## src/rtl/alu.sv

```systemverilog
// 8-bit registered ALU: eight arithmetic/logic/shift ops with result, zero and
// signed-overflow flags registered together so the flags always describe alu_result.
module alu (
  input  logic       clk,
  input  logic       rst_n,
  input  logic [7:0] operand1,
  input  logic [7:0] operand2,
  input  logic [2:0] alu_op,
  output logic [7:0] alu_result,
  output logic       zero_flag,
  output logic       overflow_flag
);

  typedef enum logic [2:0] {
    OpAdd = 3'b000,
    OpSub = 3'b001,
    OpAnd = 3'b010,
    OpOr  = 3'b011,
    OpXor = 3'b100,
    OpNot = 3'b101,
    OpShl = 3'b110,
    OpShr = 3'b111
  } alu_op_e;

  logic [7:0] result_d;
  logic       overflow_d;
  logic [7:0] sum;
  logic [7:0] diff;

  // Carry/borrow out is deliberately dropped; only the mod-256 result matters.
  assign sum  = operand1 + operand2;
  assign diff = operand1 + ~operand2 + 8'd1;

  always_comb begin
    result_d   = 8'h00;
    overflow_d = 1'b0;
    case (alu_op_e'(alu_op))
      OpAdd: begin
        result_d   = sum;
        overflow_d = (operand1[7] == operand2[7]) && (sum[7] != operand1[7]);
      end
      OpSub: begin
        result_d   = diff;
        overflow_d = (operand1[7] != operand2[7]) && (diff[7] != operand1[7]);
      end
      OpAnd:   result_d = operand1 & operand2;
      OpOr:    result_d = operand1 | operand2;
      OpXor:   result_d = operand1 ^ operand2;
      OpNot:   result_d = ~operand1;
      OpShl:   result_d = {operand1[6:0], 1'b0};
      OpShr:   result_d = {1'b0, operand1[7:1]};
      default: result_d = 8'h00;
    endcase
  end

  // Zero comes from result_d so it can never lag the registered result.
  always_ff @(posedge clk) begin
    if (!rst_n) begin
      alu_result    <= 8'h00;
      zero_flag     <= 1'b1;
      overflow_flag <= 1'b0;
    end else begin
      alu_result    <= result_d;
      zero_flag     <= (result_d == 8'h00);
      overflow_flag <= overflow_d;
    end
  end

endmodule

```

## config.mk

```make
export PLATFORM = sky130hd
export DESIGN_NAME = alu
export DESIGN_NICKNAME = d
export VERILOG_FILES = /design/src/rtl/alu.sv
export SDC_FILE = /design/constraint.sdc
export NUM_CORES = 1
export LEC_CHECK = 0
export BUFFER_PORTS_ARGS = -buffer_cell sky130_fd_sc_hd__buf_4
export CELL_PAD_IN_SITES_DETAIL_PLACEMENT = 0
export CELL_PAD_IN_SITES_GLOBAL_PLACEMENT = 1
export CORE_ASPECT_RATIO = 1.75
export CORE_UTILIZATION = 40
export CTS_CLUSTER_SIZE = 8
export DETAILED_ROUTE_END_ITERATION = 6
export MAX_ROUTING_LAYER = met4
export PLACE_DENSITY = 0.83
export SLEW_MARGIN = 0
export SYNTH_ARGS = -nofsm -noshare
export SYNTH_HDL_FRONTEND = slang
export SYNTH_SLANG_ARGS = --single-unit
```

## constraint.sdc

```tcl
create_clock -name clk -period 5.8 [get_ports clk]
set_clock_uncertainty 0.2 [all_clocks]
set_input_delay 0.58 -clock clk [delete_from_list [all_inputs] [get_ports clk]]
set_output_delay 0.58 -clock clk [all_outputs]
set_load 0.05 [all_outputs]
```

## Word-level counts from Yosys, hierarchy flattened

Index checks and enable logic that the tools add are counted.

| operators by class | value |
|---|---|
| bitwise gates (word level) | 5 |
| multiplexer cells | 2 |
| eq/ne operators | 11 |
| $add $sub $neg | 3 |
| reductions and logical operators | 4 |

Operators with widths:

| operator | number |
|---|---|
| $pmux W8 S8 | 1 |
| $add A8 B8 Y8 | 2 |
| $not A8 Y8 | 2 |
| $eq A3 B3 Y1 const B | 4 |
| $add A8 B1 Y8 const B | 1 |
| $and A8 B8 Y8 | 1 |
| $logic_not A8 Y1 | 1 |
| $or A8 B8 Y8 | 1 |
| $xor A8 B8 Y8 | 1 |
| $eq A3 B2 Y1 const B | 2 |
| $eq A3 B1 Y1 const B | 1 |
| $logic_not A3 Y1 | 1 |
| $ne A1 B1 Y1 | 3 |
| $logic_and A1 B1 Y1 | 2 |
| $pmux W1 S2 | 1 |
| $eq A1 B1 Y1 | 1 |

| storage, ports and cells | value |
|---|---|
| output and inout bits | 10 |
| bits in registers | 10 |
| logic and storage cells | 28 |
| input bits | 21 |

## Logic depth before layout (Yosys ltp)

| logic depth | value |
|---|---|
| word-level depth | 6 |
| depth in mapped cells | 10 |
| gate-level depth less buffers | 10 |

## Worst setup path after synthesis

OpenSTA, ideal clock, no wires.

| timing path | value |
|---|---|
| kind | input port to flip-flop |
| start point | in operand1[0] |
| end point | reg zero_flag |
| buffers on the path | 0 |
| data required time | 5.470 ns |
| library setup time | 0.130 ns |
| data arrival time | 2.274 ns |
| stages on the path | 10 |
| setup slack | 3.196 ns |
| cell sequence | inv_1 -> ha_1 -> fa_1 -> o21bai_1 -> nor4b_1 -> o311a_1 -> a21oi_1 -> a32o_1 -> nand3_1 -> o31ai_2 |

| between the ends | value |
|---|---|
| word-level cells in the longest chain between the ends | 4 |
| elaborated cells between the ends (all ways) | 9 |

Ends and longest elaborated chain:

| element | line | text |
|---|---|---|
| start: declaration | 6 | `input logic [7:0] operand1,` |
| $add A8 B8 Y8 | 32 | `assign diff = operand1 + ~operand2 + 8'd1;` |
| $add A8 B1 Y8 | 32 |  |
| $pmux W8 S8 (*) | 37 | `case (alu_op_e'(alu_op))` |
| $logic_not A8 Y1 (*) | 64 | `zero_flag <= (result_d == 8'h00);` |
| end signal: assignment | 64 |  |
| end: declaration | 10 | `output logic zero_flag,` |

Mark *: on every way between the ends. The rest lies on a longest branch, timed or not.
A chain may end at the register's enable or synchronous reset.

## Worst setup path in the final report

Ends and elaborated chain as after synthesis.

==> impl_results.rst <==
.. list-table::
   :header-rows: 1

   * - Metric
     - Value
   * - Run status
     - finished clean
   * - Final setup viols
     - 0
   * - Area fraction of the dominant cell type after synthesis
     - 0.172
   * - Number of cells in the design after placement
     - 283
   * - Library cell with the largest summed area after synthesis
     - sky130_fd_sc_hd__ha_1
   * - Dpl hpwl
     - 3.34 mm
   * - Relative slew slack
     - 0.669
   * - Worst hold slack
     - 0.379 ns
   * - Diode insertion count for antenna repair
     - 0
   * - Num CTS Buffers
     - 3
   * - Total negative setup slack
     - 0 ns
   * - Sequential standard cell area
     - 200 um2
   * - Critical Path, Cell by Cell
     - buf_4 -> inv_1 -> ha_1 -> fa_1 -> nor3b_1 -> o31ai_1 -> a32oi_1 -> a2111oi_2 -> nand3_1 -> o31ai_2
   * - Share of cells above drive strength 1
     - 0.189
   * - Initial antenna violation count
     - 0
   * - Number of buffers and inverters on the critical path
     - 2
   * - Slowest Stage Delay on Critical Path
     - 0.40 ns
   * - Max IR drop VDD
     - 0.123 mV
   * - Leading cell type in the layout, fill and taps excluded
     - sky130_fd_sc_hd__buf_4
   * - Via count of the routed design
     - 1,673
   * - Initial DRC count
     - 40
   * - Leakage power
     - 0.883 nW
   * - Number of antenna-violating nets in the routed design
     - 0
   * - Clock transition at path regs
     - 0.04 ns
   * - Largest driver fanout on the critical path
     - 4
   * - Number of max-slew violations in the final report
     - 0
   * - Top library cells by usage in the layout, fill and taps aside
     - 30 x sky130_fd_sc_hd__buf_4, 23 x sky130_fd_sc_hd__ha_1, 19 x sky130_fd_sc_hd__inv_1
   * - Area growth from synthesis to layout
     - 14.4%
   * - Async set-reset flop share out of synthesis
     - 0
   * - Post_cts resized
     - 0
   * - CP Capture Type
     - flop
   * - Post-synth cell types
     - 57
   * - Top-level I/O count
     - 31
   * - Number of input and output port buffers inserted
     - 30
   * - CTS tree
     - built
   * - Global routing usage summed across all routing layers
     - 0.213
   * - Area taken by multi-input logic gates
     - 1310 um2
   * - Most frequently used flop master after synthesis
     - sky130_fd_sc_hd__dfxtp_1
   * - Wire length of the first global-routing pass
     - 7.18 mm
   * - P per Cell Area
     - 165 nW/um2
   * - DRC violations left
     - 0
   * - Total of fill cells in the finished design
     - 430
   * - Final cell count without fillers
     - 286
   * - DR vias/cell
     - 5.85
   * - Postcts setup bufs
     - 0
   * - Maximum number of buffers from clock root to sink
     - 2
   * - Initial standard-cell utilization of the core
     - 0.424
   * - Routability Congestion
     - 0.887
   * - Number of global-route vias before repair
     - 1,604
   * - # Max-Cap Violations
     - 0
   * - Hold bufs inserted after CTS
     - 0
   * - Layout net count
     - 286
   * - Die height
     - 87.6 um
   * - Period utilization
     - 0.476
   * - Cells taking the most area after synthesis
     - sky130_fd_sc_hd__ha_1 17%, sky130_fd_sc_hd__dfxtp_1 12%, sky130_fd_sc_hd__a21oi_1 4.5%
   * - Clock tree sinks
     - 10
   * - Crit Path Category
     - input pin to flop
   * - Slowest stage cell on the critical path
     - sky130_fd_sc_hd__fa_1
   * - Highest clock frequency the design can meet
     - 363 MHz
   * - Number of failing hold endpoints at the final stage
     - 0
   * - Sum of routed wire length over all layers
     - 4.18 mm
   * - Tmin final
     - 2.76 ns
   * - Worst-case setup slack after placement
     - 2.88 ns
   * - Die Wd
     - 50.9 um
   * - Minimum setup slack in the final design
     - 3.04 ns
   * - Post-synthesis register bit count
     - 10
   * - First-pass detailed-route iteration total
     - 4
   * - Depth of the CTS H-tree
     - 1
   * - RSZ-0062 raised after global routing
     - no
   * - Post-synthesis cell area
     - 1670 um2
   * - Arrival time at the worst endpoint
     - 2.70 ns
   * - CP top delay family
     - compound AO/OA/AOI/OAI gates
   * - Core Footprint
     - 3940 um2
   * - Wire per inst
     - 14.6 um
   * - Required time worst endpoint
     - 5.74 ns
   * - Number of enable-type register cells in the synthesized netlist
     - 0
   * - Floorplan die area
     - 4450 um2
   * - Maximum number of pins on one net before global-route repair
     - 32
   * - Cell row count
     - 30
   * - Root buf cell
     - sky130_fd_sc_hd__clkbuf_8
   * - Startpoint class of the critical path
     - input pin
   * - Number of warnings reported in the yosys synthesis log
     - 0
   * - Worst hold-check path type
     - input pin to flop
   * - Gate Count Post-Synth
     - 217
   * - Synthesized netlist net count
     - 263
   * - Leftover overflow at the end of global routing
     - 0
   * - Actual transition at the worst max-transition pin
     - 0.491 ns
   * - Synthesized area per cell
     - 7.71 um2
   * - Proportion of synthesized chip area in sequential cells
     - 0.120
[power breakdown]
| group | internal [mW] | leakage, nW | switching [mW] |
|---|---|---|---|
| combinational | 0.0693 | 0.778 | 0.104 |
| sequential | 0.0754 | 0.0832 | 0.00135 |
| clock | 0.0449 | 0.0216 | 0.0209 |
| total | 0.190 | 0.883 | 0.127 |
[synth_stat cells (3+ instances only)]
cell,number
sky130_fd_sc_hd__a211oi_1,3
sky130_fd_sc_hd__a21o_1,3
sky130_fd_sc_hd__a21oi_1,15
sky130_fd_sc_hd__a31oi_1,3
sky130_fd_sc_hd__and2_1,7
sky130_fd_sc_hd__buf_4,3
sky130_fd_sc_hd__clkbuf_1,3
sky130_fd_sc_hd__dfxtp_1,10
sky130_fd_sc_hd__ha_1,23
sky130_fd_sc_hd__inv_1,19
sky130_fd_sc_hd__nand2_1,14
sky130_fd_sc_hd__nand2b_1,8
sky130_fd_sc_hd__nor2_1,17
sky130_fd_sc_hd__nor2b_1,5
sky130_fd_sc_hd__nor3_1,7
sky130_fd_sc_hd__nor3b_1,3
sky130_fd_sc_hd__o21ai_0,12
sky130_fd_sc_hd__o22ai_1,5
sky130_fd_sc_hd__xnor2_1,5
[metrics by stage]
step / total power [mW] / utilization / instance area [um2]
final: 0.316 / 0.486 / 1910
after global routing: 0.339 / 0.486 / 1910
after CTS: 0.317 / 0.486 / 1910
after detailed placement: 0.251 / 0.475 / 1870
after global placement: 0.250 / 0.475 / 1870
after floorplan: 0.205 / - / 1670
[layout make-up]
cell class	instances	area share
Sequential cell	10	0.105
Tap cell	48	0.0314
Timing Repair Buffer	30	0.118
Clock buffer	3	0.0216
Inverter	20	0.0392
Multi-Input combinational cell	175	0.686
[worst paths after layout]
path	slack (ns)	from	end	depth (start not counted)
max	3.04	operand1[0]	zero_flag	10
min	0.38	rst_n	zero_flag	2
[routing by layer]
layer	vias up	share of wire	routed length (um)	track usage
met3	11	0.040	167	0.0104
met4	0	0.035	145	0.101
met5	-	0	0	-
met2	53	0.52	2160	0.387
li1	818	-	-	-
met1	791	0.41	1710	0.231
[cells by family after synthesis]
group,after synthesis,synth area share
AND/OR/NAND/NOR,74,0.239
AO/OA/AOI/OAI,66,0.279
buffers and inverters,32,0.0957
adder cells (fa/ha/maj),25,0.196
flip-flops,10,0.120
XOR/XNOR,6,0.0314
multiplexers,4,0.0389
[state kept, by name (all words and copies together) (netlist names)]
register,count
alu_result,8
overflow_flag,1
zero_flag,1
Power figures use the tool's default switching activity.
